===== config.mk =====
export PLATFORM = sky130hd
export DESIGN_NAME = rv32_fetch_bp_flat
export DESIGN_NICKNAME = d
export VERILOG_FILES = /design/src/rtl/rv32_fetch_bp_if.sv /design/src/rtl/rv32_fetch_bp.sv /design/src/flat_wrapper.sv
export SDC_FILE = /design/constraint.sdc
export NUM_CORES = 1
export LEC_CHECK = 0
export ABC_AREA = 1
export CELL_PAD_IN_SITES_DETAIL_PLACEMENT = 0
export CELL_PAD_IN_SITES_GLOBAL_PLACEMENT = 1
export CORE_AREA = 8 8 202 204
export DETAILED_ROUTE_END_ITERATION = 8
export DIE_AREA = 0 0 210 212
export GPL_TIMING_DRIVEN = 0
export HOLD_SLACK_MARGIN = 0.06
export PLACE_DENSITY = 0.83
export SETUP_SLACK_MARGIN = 0.15
export SLEW_MARGIN = 20
export SYNTH_ARGS = -nofsm -noshare
export SYNTH_HDL_FRONTEND = slang
export SYNTH_SLANG_ARGS = --single-unit

===== constraint.sdc =====
create_clock -name clk -period 3.52 [get_ports clk]
set_input_delay 0.528 -clock clk [delete_from_list [all_inputs] [get_ports clk]]
set_output_delay 0.528 -clock clk [all_outputs]
set_load 0.02 [all_outputs]

===== src/rtl/rv32_fetch_bp_if.sv =====
// Instruction bus between the fetch stage and instruction memory.
// The fetch stage is the master: it presents the address and read strobe,
// and memory answers with the instruction word and a ready flag.
interface rv32_fetch_bp_if;
   logic        instr_read_out;
   logic [31:0] instr_address_out;
   logic [31:0] instr_read_value_in;
   logic        instr_read_ready_in;

   modport master (
      output instr_read_out,
      output instr_address_out,
      input  instr_read_value_in,
      input  instr_read_ready_in
   );

   modport slave (
      input  instr_read_out,
      input  instr_address_out,
      output instr_read_value_in,
      output instr_read_ready_in
   );
endinterface


===== src/rtl/rv32_fetch_bp.sv =====
// RV32 instruction-fetch stage with a branch predictor.
// It generates the PC and fetches from the instruction bus. JAL targets are
// predicted taken. Conditional-branch targets are predicted either by a
// bimodal table of 2-bit counters or by the static backward-taken rule.
// A mispredict redirect that arrives while the PC is stalled is held in a
// latch. The latched redirect is applied on the first cycle the stall drops.
module rv32_fetch_bp #(
   parameter int          BHT_ENTRIES    = 64,
   parameter int          PREDICTOR_MODE = 1,
   parameter logic [31:0] RESET_PC       = 32'h0
) (
   input  logic                 clk,
   input  logic                 reset,
   input  logic                 pcgen_stall_in,
   input  logic                 stall_in,
   input  logic                 flush_in,
   input  logic                 branch_mispredicted_in,
   input  logic [31:0]          branch_pc_in,
   input  logic                 update_valid_in,
   input  logic [31:0]          update_pc_in,
   input  logic                 update_taken_in,
   rv32_fetch_bp_if.master      bus,
   output logic                 valid_out,
   output logic                 branch_predicted_taken_out,
   output logic [31:0]          pc_out,
   output logic [31:0]          instr_out
);

   localparam int          IDX_W      = $clog2(BHT_ENTRIES);
   localparam logic [31:0] NOP        = 32'h0000_0013;
   localparam logic [6:0]  OP_JAL     = 7'b1101111;
   localparam logic [6:0]  OP_BRANCH  = 7'b1100011;

   logic [31:0]      pc_q, pc_d;
   logic             latch_valid_q, latch_valid_d;
   logic [31:0]      latch_pc_q, latch_pc_d;
   logic [1:0]       bht_q [BHT_ENTRIES];
   logic [1:0]       bht_d [BHT_ENTRIES];
   logic             valid_q, valid_d;
   logic             taken_q, taken_d;
   logic [31:0]      pc_out_q, pc_out_d;
   logic [31:0]      instr_q, instr_d;

   logic [31:0]      instr;
   logic [6:0]       opcode;
   logic [31:0]      imm_j;
   logic [31:0]      imm_b;
   logic [IDX_W-1:0] fetch_idx;
   logic [IDX_W-1:0] update_idx;
   logic             pred_taken;
   logic [31:0]      offset;
   logic [31:0]      next_pc;
   logic             unused_update_pc;

   assign instr      = bus.instr_read_value_in;
   assign opcode     = instr[6:0];
   assign imm_j      = {{11{instr[31]}}, instr[31], instr[19:12], instr[20], instr[30:21], 1'b0};
   assign imm_b      = {{19{instr[31]}}, instr[31], instr[7], instr[30:25], instr[11:8], 1'b0};
   assign fetch_idx  = pc_q[IDX_W+1:2];
   assign update_idx = update_pc_in[IDX_W+1:2];

   assign unused_update_pc = ^{update_pc_in[31:IDX_W+2], update_pc_in[1:0]};

   assign bus.instr_read_out    = 1'b1;
   assign bus.instr_address_out = pc_q;

   assign valid_out                  = valid_q;
   assign branch_predicted_taken_out = taken_q;
   assign pc_out                     = pc_out_q;
   assign instr_out                  = instr_q;

   // Predict the direction and PC offset of the word returned this cycle;
   // the table is read before any same-cycle update lands
   always_comb begin
      pred_taken = 1'b0;
      offset     = 32'd4;
      if (bus.instr_read_ready_in) begin
         if (opcode == OP_JAL) begin
            pred_taken = 1'b1;
            offset     = imm_j;
         end else if (opcode == OP_BRANCH) begin
            if (PREDICTOR_MODE == 0) begin
               pred_taken = instr[31];
            end else begin
               pred_taken = bht_q[fetch_idx][1];
            end
            if (pred_taken) begin
               offset = imm_b;
            end
         end
      end
   end

   // Choose the next PC: latched redirect, live redirect, refetch on wait, then sequential/predicted
   always_comb begin
      if (latch_valid_q) begin
         next_pc = latch_pc_q;
      end else if (branch_mispredicted_in) begin
         next_pc = branch_pc_in;
      end else if (!bus.instr_read_ready_in) begin
         next_pc = pc_q;
      end else begin
         next_pc = pc_q + offset;
      end
   end

   // Advance the PC unless stalled; while stalled, remember the first redirect only
   always_comb begin
      pc_d          = pc_q;
      latch_valid_d = latch_valid_q;
      latch_pc_d    = latch_pc_q;
      if (pcgen_stall_in) begin
         if (!latch_valid_q && branch_mispredicted_in) begin
            latch_valid_d = 1'b1;
            latch_pc_d    = branch_pc_in;
         end
      end else begin
         pc_d          = next_pc;
         latch_valid_d = 1'b0;
      end
   end

   // Train the counter of the resolved branch, saturating at both ends
   always_comb begin
      bht_d = bht_q;
      if (update_valid_in) begin
         if (update_taken_in) begin
            if (bht_q[update_idx] != 2'b11) begin
               bht_d[update_idx] = bht_q[update_idx] + 2'b01;
            end
         end else begin
            if (bht_q[update_idx] != 2'b00) begin
               bht_d[update_idx] = bht_q[update_idx] - 2'b01;
            end
         end
      end
   end

   // Load the decode-facing register, substituting a bubble when the fetch is not usable
   always_comb begin
      valid_d  = valid_q;
      taken_d  = taken_q;
      pc_out_d = pc_out_q;
      instr_d  = instr_q;
      if (!stall_in) begin
         if (flush_in || latch_valid_q || !bus.instr_read_ready_in) begin
            valid_d  = 1'b0;
            taken_d  = 1'b0;
            pc_out_d = 32'h0;
            instr_d  = NOP;
         end else begin
            valid_d  = 1'b1;
            taken_d  = pred_taken;
            pc_out_d = pc_q;
            instr_d  = instr;
         end
      end
   end

   // State registers; reset wins over everything, including a pending table update
   always_ff @(posedge clk) begin
      if (reset) begin
         pc_q          <= RESET_PC;
         latch_valid_q <= 1'b0;
         latch_pc_q    <= 32'h0;
         valid_q       <= 1'b0;
         taken_q       <= 1'b0;
         pc_out_q      <= 32'h0;
         instr_q       <= NOP;
         for (int i = 0; i < BHT_ENTRIES; i++) begin
            bht_q[i] <= 2'b01;
         end
      end else begin
         pc_q          <= pc_d;
         latch_valid_q <= latch_valid_d;
         latch_pc_q    <= latch_pc_d;
         valid_q       <= valid_d;
         taken_q       <= taken_d;
         pc_out_q      <= pc_out_d;
         instr_q       <= instr_d;
         bht_q         <= bht_d;
      end
   end

endmodule


===== src/flat_wrapper.sv =====
// flat-port wrapper written by rule: the top's interface ports become plain ports
module rv32_fetch_bp_flat 
#(
   parameter int          BHT_ENTRIES    = 64,
   parameter int          PREDICTOR_MODE = 1,
   parameter logic [31:0] RESET_PC       = 32'h0
)
  (clk, reset, pcgen_stall_in, stall_in, flush_in, branch_mispredicted_in, branch_pc_in, update_valid_in, update_pc_in, update_taken_in, valid_out, branch_predicted_taken_out, pc_out, instr_out, bus_instr_read_out, bus_instr_address_out, bus_instr_read_value_in, bus_instr_read_ready_in);
  rv32_fetch_bp_if bus_i ();
  input  logic clk;
  input  logic reset;
  input  logic pcgen_stall_in;
  input  logic stall_in;
  input  logic flush_in;
  input  logic branch_mispredicted_in;
  input  logic [31:0] branch_pc_in;
  input  logic update_valid_in;
  input  logic [31:0] update_pc_in;
  input  logic update_taken_in;
  output logic valid_out;
  output logic branch_predicted_taken_out;
  output logic [31:0] pc_out;
  output logic [31:0] instr_out;
  output wire logic [$bits(bus_i.instr_read_out)-1:0] bus_instr_read_out;
  output wire logic [$bits(bus_i.instr_address_out)-1:0] bus_instr_address_out;
  input wire logic [$bits(bus_i.instr_read_value_in)-1:0] bus_instr_read_value_in;
  input wire logic [$bits(bus_i.instr_read_ready_in)-1:0] bus_instr_read_ready_in;
  assign bus_instr_read_out = bus_i.instr_read_out;
  assign bus_instr_address_out = bus_i.instr_address_out;
  assign bus_i.instr_read_value_in = bus_instr_read_value_in;
  assign bus_i.instr_read_ready_in = bus_instr_read_ready_in;
  rv32_fetch_bp #(.BHT_ENTRIES(BHT_ENTRIES), .PREDICTOR_MODE(PREDICTOR_MODE), .RESET_PC(RESET_PC)) u_core (.clk(clk), .reset(reset), .pcgen_stall_in(pcgen_stall_in), .stall_in(stall_in), .flush_in(flush_in), .branch_mispredicted_in(branch_mispredicted_in), .branch_pc_in(branch_pc_in), .update_valid_in(update_valid_in), .update_pc_in(update_pc_in), .update_taken_in(update_taken_in), .bus(bus_i), .valid_out(valid_out), .branch_predicted_taken_out(branch_predicted_taken_out), .pc_out(pc_out), .instr_out(instr_out));
endmodule

Yosys cells after proc, flatten, opt, wreduce, memory -nomap -nowiden
Cells that the tools add are included.
- add/sub/neg operators: 3
- magnitude comparators: 3
- mux-type cells: 30
- reduce and logical (&&, ||, !) cells: 13
- bitwise logic cells: 3
- equal/unequal tests: 4
- operators by type and width (kind ; count):
    $mux W128 ; 3
    $mux W32 ; 9
    $bwmux W128 ; 2
    $add A32 B32 Y32 ; 1
    $bmux W2 S6 ; 2
    $eq A7 B7 Y1 const B ; 2
    $ge A7 B7 Y1 const B ; 2
    $not A6 Y7 ; 2
    $demux W2 S6 ; 1
    $mux W2 ; 5
    $mux W1 ; 8
    $lt A7 B1 Y1 const B ; 1
    $reduce_and A2 Y1 ; 2
    $reduce_bool A2 Y1 ; 2
    $reduce_and A3 Y1 ; 1
    $reduce_bool A3 Y1 ; 1
    $add A2 B1 Y2 const B ; 1
    $logic_and A1 B1 Y1 ; 2
    $logic_not A1 Y1 ; 2
    $logic_or A1 B1 Y1 ; 2
    $ne A2 B1 Y1 const B ; 1
    $ne A2 B2 Y1 const B ; 1
    $reduce_or A2 Y1 ; 1
    $sub A2 B1 Y2 const B ; 1
    $not A1 Y1 ; 1
- word-level logic and storage cells: 127
- flip-flop bits (word level): 259
- output and inout bits: 99
- input port bits: 105

Depth between registers and ports, before layout
Gate-level depths: netlist of run 1.
- depth in word-level cells: 15
- mapped depth: 31
- gate-level depth less buffers: 28

Worst setup path before layout of run 1
OpenSTA, ideal clock, no wires.
- path type: reg2reg
- from: register u_core.pc_q[2], in the netlist u_core.bus.instr_address_out[2]
- to: register u_core.pc_q[25], in the netlist u_core.bus.instr_address_out[25]
- buffers on the path: 3
- path slack: -406 ps
- clock period less this slack: 3926 ps
- required time: 3396 ps
- arrival: 3802 ps
- cell stages (with the launch flop): 32
- library setup time: 124 ps
- path through: dfxtp_1 -> buf_2 -> inv_1 -> buf_2 -> nand2_1 -> nand3_1 -> nand3_1 -> nand2_1 -> nand2_1 -> nand3_1 -> nand3_1 -> nand2_1 -> nand2_1 -> nand2_1 -> nand2_1 -> clkbuf_1 -> a21oi_1 -> ha_1 -> fa_1 -> nand3_1 -> nand2_1 -> nand3_1 -> nand2_1 -> a21oi_1 -> o21ai_0 -> nand2_1 -> nand2_1 -> nand3_1 -> nand2_1 -> or2_2 -> nand3_1 -> a21oi_1
- cells in the longest elaborated chain, start to end: 15
- ends and longest elaborated chain (element ; RTL line ; source):
    from (decl) ; rv32_fetch_bp.sv:34 ; logic [31:0] pc_q, pc_d;
    from (signal assigned) ; rv32_fetch_bp.sv:174 ; pc_q <= pc_d;
    $not A6 Y7 (not written as such) ; rv32_fetch_bp.sv:85 ; pred_taken = bht_q[fetch_idx][1];
    $bmux W2 S6 ; rv32_fetch_bp.sv:85 ;
    $mux W2 (not written as such) (2 in a row) ; rv32_fetch_bp.sv:85 ;
    $mux W1 ; rv32_fetch_bp.sv:81 ; end else if (opcode == OP_BRANCH) begin
    $mux W1 ; rv32_fetch_bp.sv:78 ; if (opcode == OP_JAL) begin
    $mux W1 ; rv32_fetch_bp.sv:77 ; if (bus.instr_read_ready_in) begin
    $mux W32 ; rv32_fetch_bp.sv:87 ; if (pred_taken) begin
    $mux W32 ; rv32_fetch_bp.sv:81 ;
    $mux W32 ; rv32_fetch_bp.sv:78 ;
    $mux W32 ; rv32_fetch_bp.sv:77 ;
    $add A32 B32 Y32 * ; rv32_fetch_bp.sv:103 ; next_pc = pc_q + offset;
    $mux W32 * ; rv32_fetch_bp.sv:100 ; end else if (!bus.instr_read_ready_in) begin
    $mux W32 * ; rv32_fetch_bp.sv:98 ; end else if (branch_mispredicted_in) begin
    $mux W32 * ; rv32_fetch_bp.sv:96 ; if (latch_valid_q) begin
Mark *: on every way between the ends. The rest lies on a longest branch, timed or not. The select of a mux whose other input is x is not followed.
A chain may end at the register's enable or synchronous reset.

Final worst setup path of run 1
Ends and elaborated chain as after synthesis.

==> results by group, run 1 <==
STA
  • Hold WS: 0.392 ns
  • Period utilization: 1.14
  • RSZ-0062 raised after global routing: yes
  • Final setup viols: 24
  • Clock Skew: 0.0112 ns
  • Final setup TNS: -8.03 ns
  • Worst setup margin: -0.505 ns
  • Min cycle time layout: 4.03 ns
  • Final Hold Vio Count: 0
  • Slew @ Worst Pin: 0.837 ns
  • Max-slew violation count: 0
  • Worst slew margin: 0.442
  • FMAX: 248 MHz

Setup path
  • Most Frequent Cell on Critical Path: nand2_2
  • Largest fanout on the critical path: 5
  • Critical path data required time: 3.95 ns
  • Slowest cell on the critical path: dfxtp_4
  • Critical Path AT: 4.45 ns
  • Crit start category: register
  • Delay of the slowest critical-path stage: 0.36 ns
  • Setup crit end kind: register
  • WS Path Type: reg2reg

Global route
  • Grt total ovfl: 0
  • First-pass GRT wire length: 84800 µm
  • Number of global-route vias before repair: around 14k
  • Pin count of the biggest net entering global routing: 15
  • Initial antenna violation count: 6
  • GRT Total Usage: 0.244

Die
  • Starting density of the core: 0.344
  • Die ar.: 44500 µm²
  • IO Pins: just over 200
  • Num rows: 72
  • Core Area: 37900 µm²
  • Chip width: 210 µm
  • Die height: 212 µm

Synth
  • Mapped Avg Cell Area: 6.98 µm²
  • Register bit total from synthesis: ~260
  • Register area share after synthesis: 0.398
  • Syn Nets: 2006
  • Cells after Synth: 1868
  • Distinct cells, synth: 41
  • YS warnings: 0
  • Mapped cell area: ~13000 µm²

Clock network
  • CTS buffer count: 30
  • Cell chosen for the clock root: clkbuf_16
  • TritonCTS clock tree: yes
  • CTS Sinks: roughly 260
  • Clock Path Buffers: 3
  • H-tree Lvls: 1
  • Worst-Skew Late Latency: approximately 0.57 ns
  • Worst-path clk slew: ~0.060 ns

Worst hold path
  • HP Class: in2reg

Power and ir drop
  • Clock share of power: 0.428
  • LEAKAGE: 6.77 nW
  • Switching power: 2.20 mW
  • Switching share of power: 0.288
  • Comb pwr share: 0.169
  • Int Power: between 5 and 6 mW
  • Max VDD drop: 0.315 mV
  • Pwr dens: 418 nW/µm²
  • Seq pwr share: 0.403

Route
  • Vias per cell: around 5.6
  • WL/cell: between 20 and 25 µm
  • Final wirelength: around 57000 µm
  • First-iteration detailed-routing DRC count: 1673
  • Vias: 15.0k
  • First-pass DRT Iterations: 6
  • ANT nets after route: 0
  • DRC viols: 0

Cells and area
  • Finished Cell Area: 18300 µm²
  • Layout cells sized above 1: 0.169
  • Area Growth Syn to Fin: 40.3%
  • Commonest non-fill, non-tap cells in the layout: nand2_1 (394), dfxtp_1 (257), nand3_1 (216), a21oi_1 (201), clkdlybuf4s50_1 (168)
  • Leading cell type in the layout, fill and taps excluded: nand2_1
  • # nets final: between 2k and 2.5k

Place
  • Routability cong.: 0.939
  • DP HPWL: 40500 µm
  • IO buf count: 173
  • Placed inst area: 15500 µm²

Run
  • Max-Cap Viols: 0

Status
  • Failing checks: setup timing
  • Outcome: complete, but fails checks
final cells by class:
cell class              instances  area (µm²)
diodes                          5        12.5
plain buffers                 127         812
clock buffers                  43         921
clock inverters                12         116
fillers                      3727       19600
inverters                      97         393
multi-input cells            1385        7870
flip-flops and latches        259        5190
well taps                     518         648
repair buffers                241        2320
through the flow:
stage	cells	util	power (mW)	setup WS (ns)
detailed placement	2559	0.408	4.21	-1.75
finish	2687	0.482	7.64	-0.505
global placement	2559	0.408	4.21	-1.79
floorplan	1868	-	3.70	0.106
global route	2685	0.482	7.86	-0.671
CTS	2668	0.471	7.60	-0.433
cells in the mapped netlist, drive strengths merged:
| library cell | instances | area (µm²) |
|---|---|---|
| o221ai | 1 | 8.76 |
| a21oi | 233 | 1170 |
| a31oi | 5 | 31.3 |
| o21ai | 180 | 901 |
| o21bai | 2 | 15.0 |
| nand3b | 1 | 7.51 |
| o22ai | 6 | 37.5 |
| nor3b | 1 | 7.51 |
| clkinv | 1 | 3.75 |
| nand4 | 14 | 87.6 |
| or2 | 7 | 43.8 |
| conb | 1 | 3.75 |
| nor4 | 2 | 18.8 |
| a221oi | 26 | 234 |
| a22oi | 20 | 150 |
| nand3 | 234 | 1190 |
| a21boi | 2 | 15.0 |
| a311oi | 1 | 8.76 |
| a22o | 8 | 70.1 |
| ha | 32 | 400 |
| nand2 | 422 | 1580 |
| nor3 | 14 | 70.1 |
| inv | 96 | 360 |
| a41oi | 21 | 184 |
| dfxtp | 259 | 5180 |
| o211ai | 11 | 82.6 |
| xnor2 | 5 | 43.8 |
| nor2 | 122 | 458 |
| clkbuf | 97 | 364 |
| xor2 | 6 | 52.6 |
| fa | 1 | 20.0 |
| buf | 30 | 179 |
| a21o | 7 | 52.6 |
critical path: cells and delay by family, from the launching register on:
family / cells / cell delay (ns)
buffers and inverters: 5 / 0.70
AND/OR/NAND/NOR: 20 / 1.87
AO/OA/AOI/OAI: 5 / 0.69
flip-flops: 1 / 0.36
adder cells (fa/ha/maj): 1 / 0.25
routing by layer:
layer	part of all wire	global-route usage	up-vias	routed length [µm]
li1	-	-	7028	-
met4	0.042	0.105	6	2390
met3	0.083	0.0433	136	4770
met5	0.00058	0	-	33
met1	0.43	0.333	7162	24500
met2	0.45	0.376	679	25600
worst paths after layout:
path	from	end	slack [ns]	cells after the start
hold reg to reg	u_core.latch_pc_q[11]	u_core.latch_pc_q[11]	0.46	2
setup reg to reg	u_core.bus.instr_address_out[2]	u_core.bus.instr_address_out[25]	-0.51	31
setup / recovery	u_core.bus.instr_address_out[2]	u_core.bus.instr_address_out[25]	-0.51	31
hold / removal	pcgen_stall_in	u_core.latch_pc_q[0]	0.39	3
timing repair:
| action | in CTS | in global routing |
|---|---|---|
| resized for setup | 244 | 102 |
| pin swaps | 51 | 38 |
| endpoints found under the setup margin | 158 | 158 |
| endpoints found under the hold margin | 0 | 0 |
| cloned | 4 | 0 |
| setup buffers | 50 | 14 |
| hold buffers | 0 | 0 |
logic make-up (layout without fill, tap and decap cells):
kind of cell,count (synthesis),count (layout),synth area share
other cells,1,6,0.000288
fa+ha+maj,33,33,0.0323
compound gates,523,523,0.227
xor+xnor,11,11,0.00739
simple gates,817,817,0.266
buf+inv,224,520,0.0696
flops,259,259,0.398
power by group through the flow:
| stage | Combinational (mW) | Clock, mW | Sequential, mW |
|---|---|---|---|
| final | 1.29 | 3.27 | 3.08 |
| after global routing | 1.36 | 3.41 | 3.09 |
| after CTS | 1.22 | 3.31 | 3.08 |
| after detailed placement | 1.07 | 0 | 3.14 |
| after global placement | 1.07 | 0 | 3.14 |
| after floorplan | 0.540 | 0 | 3.16 |
No activity file was read; power rests on OpenSTA's default activity.
==> inputs of run 2 (changes only) <==
--- a/config.mk
+++ b/config.mk
@@ -8,12 +8,12 @@
 export ABC_AREA = 1
 export CELL_PAD_IN_SITES_DETAIL_PLACEMENT = 0
 export CELL_PAD_IN_SITES_GLOBAL_PLACEMENT = 1
-export CORE_AREA = 8 8 202 204
+export CORE_AREA = 8 8 186 188
 export DETAILED_ROUTE_END_ITERATION = 8
-export DIE_AREA = 0 0 210 212
+export DIE_AREA = 0 0 194 196
 export GPL_TIMING_DRIVEN = 0
 export HOLD_SLACK_MARGIN = 0.06
-export PLACE_DENSITY = 0.83
+export PLACE_DENSITY = 0.92
 export SETUP_SLACK_MARGIN = 0.15
 export SLEW_MARGIN = 20
 export SYNTH_ARGS = -nofsm -noshare
==> constraint.sdc (replaced) <==
create_clock -name clk -period 5 [get_ports clk]
set_input_delay 0.75 -clock clk [delete_from_list [all_inputs] [get_ports clk]]
set_output_delay 0.75 -clock clk [all_outputs]
set_load 0.02 [all_outputs]
==> run 2 against run 1 <==
Effect of this change:
- first-iteration DRC count up 1.9%
- the run now ends clean
- flip-flop and latch count unchanged
- power down 28%
- sequential power down 30%
- clock power down 22%
- largest cell class unchanged
- sequential share of layout area up 3.0 points
- critical path type is now in2reg
==> results by group, run 2 (synthesized netlist as in run 1, its figures left out) <==
Status
  • Outcome: completed

Global route
  • GRT Total Usage: 0.260 (+0.0160)
  • First-pass GRT wire length: 78800 µm (-7.0%)
  • Number of global-route vias before repair: 13.4k (-5.7%)
  • Grt total ovfl: 0 (unchanged)
  • Pin count of the biggest net entering global routing: 16 (+1)
  • Initial antenna violation count: 3 (-3)

Die
  • Die height: 196 µm (-7.5%)
  • Chip width: 194 µm (-7.6%)
  • IO Pins: 204 (unchanged)
  • Num rows: 66 (-8.3%)
  • Core Area: 31900 µm² (-16%)
  • Die ar.: 38000 µm² (-15%)
  • Starting density of the core: 0.409 (+0.0652)

Clock network
  • CTS Sinks: 259 (unchanged)
  • Cts hold-fix bufs: 0 (unchanged)
  • Clock Path Buffers: 3 (unchanged)
  • TritonCTS clock tree: yes
  • Worst-Skew Late Latency: 0.57 ns (about the same)
  • Cell chosen for the clock root: clkbuf_16
  • H-tree Lvls: 1 (unchanged)
  • Worst-path clk slew: 0.06 ns (about the same)
  • CTS buffer count: 29 (-3.3%)

Route
  • DRC viols: 0 (unchanged)
  • Final wirelength: 52400 µm (-8.5%)
  • Routed wl met3: 5130 µm (+7.7%)
  • DR WL met2: 23200 µm (-9.4%)
  • First-pass DRT Iterations: 7 (+1)
  • First-iteration detailed-routing DRC count: 1705 (+1.9%)
  • WL/cell: 20.9 µm (-1.9%)
  • Vias: 14.7k (-2.4%)
  • Top Metal Used: met5
  • ANT nets after route: 0 (unchanged)
  • Vias per cell: 5.85 (+4.7%)
  • M1 WL: 21900 µm (-11%)

Setup path
  • Critical Path AT: 5.17 ns (+0.72 ns)
  • Setup crit end kind: register
  • WS Path Type: in2reg
  • Largest fanout on the critical path: 10 (+5)
  • Crit start category: primary input
  • Critical path data required time: 5.44 ns (+1.49 ns)

Place
  • Pre-CTS setup slack: -0.387 ns (+1.37 ns)
  • DP HPWL: 38600 µm (-4.7%)
  • Routability cong.: 0.971 (+3.4%)
  • IO buf count: 173 (unchanged)

Cells and area
  • Area Growth Syn to Fin: 26.7%
  • FILL cells: 3123 (-16%)
  • Layout cells sized above 1: 0.0544 (-0.115)
  • Commonest non-fill, non-tap cells in the layout: nand2_1 (421), dfxtp_1 (258), nand3_1 (231), a21oi_1 (231), o21ai_0 (178)
  • Leading cell type in the layout, fill and taps excluded: nand2_1
  • # nets final: 2211 (-3.0%)

Power and ir drop
  • Max VDD drop: 0.281 mV (-11%)
  • Overall Power: 5.49 mW (-28%)
  • LEAKAGE: 6.25 nW (-7.6%)
  • Pwr dens: 332 nW/µm² (-20%)

STA
  • Slew @ Worst Pin: 0.942 ns (+0.104 ns)
  • Final Hold Vio Count: 0 (unchanged)
  • Worst slew margin: 0.372 (-0.0696)
  • Min cycle time layout: 4.73 ns
  • Final setup viols: 0 (-100%)
  • Max-slew violation count: 0 (unchanged)
  • Clock Skew: 0.0207 ns (+0.00948 ns)
  • Worst setup margin: 0.265 ns (+0.770 ns)
  • FMAX: roughly 210 MHz
  • Period utilization: 0.947
  • RSZ-0062 raised after global routing: yes

Run
  • Max-Cap Viols: 0 (unchanged)

Worst hold path
  • HP Class: reg2reg
## run 2: final cells by class
class,count,area [µm²],share of cell area
well taps,408,510,0.0309
inverters,97,368,0.0223
flip-flops and latches,259,5190,0.314
clock buffers,37,826,0.0500
clock inverters,17,334,0.0202
diodes,2,5.00,0.000303
multi-input cells,1385,6970,0.422
repair buffers,174,1740,0.105
plain buffers,127,577,0.0349
## run 2: critical path, stage by stage
cell and delay (ns):
clkdlybuf4s50_1 0.58, inv_2 0.10, nand3_2 0.18, inv_2 0.12, buf_2 0.27, a221oi_2 0.35, nand4_1 0.19, nand2_1 0.12
nand2_1 0.05, nor2_1 0.09, nand2_1 0.08, inv_2 0.07, buf_6 0.17, buf_6 0.16, ha_1 0.20, a21oi_1 0.08
inv_1 0.21, nor2_1 0.07, inv_1 0.23, clkbuf_1 0.65, nor2_1 0.18, o21ai_0 0.20, a21oi_1 0.06
## run 2: metrics by stage
| stage | instance area (µm²) | instances | TNS, ns | utilization | hold slack [ns] |
|---|---|---|---|---|---|
| after floorplan | 13000 | 1868 | 0 | - | 0.441 |
| after global placement | 15300 | 2449 | -18.48 | 0.479 | 0.445 |
| after detailed placement | 15300 | 2449 | -20.49 | 0.479 | 0.448 |
| after CTS | 16400 | 2503 | 0 | 0.516 | 0.457 |
| after global routing | 16500 | 2506 | 0 | 0.518 | 0.477 |
| final | 16500 | 2506 | 0 | 0.518 | 0.461 |
## run 2: path summary, 6_finish.rpt
| kind | startpoint | endpoint | slack, ns | cells after the start |
|---|---|---|---|---|
| setup / recovery | update_pc_in[2] | u_core.bht_q[47] | 0.27 | 23 |
| hold / removal | u_core.branch_predicted_taken_out | u_core.branch_predicted_taken_out | 0.46 | 2 |
| setup reg to reg | u_core.bus.instr_address_out[2] | u_core.bus.instr_address_out[25] | 0.45 | 31 |
| hold reg to reg | u_core.branch_predicted_taken_out | u_core.branch_predicted_taken_out | 0.46 | 2 |
## run 2: report_power, final
| group | switching (mW) | total [mW] | internal (mW) |
|---|---|---|---|
| Sequential | 0.0515 | 2.16 | 2.11 |
| Combinational | 0.512 | 0.767 | 0.255 |
| Clock | 0.924 | 2.56 | 1.63 |
| Total | 1.49 | 5.49 | 4.00 |
## run 2: repair_timing
action                                 CTS  global route
buffers inserted                         0             1
endpoints found under the hold margin    0             0
resized for setup                        7            29
setup endpoints to repair               12            41
## run 2: per-layer routing
layer  vias up  GRT usage
met2       782      0.409
met1      6835      0.352
li1       6889          -
met4         2      0.102
met5         -          0
met3       146     0.0446
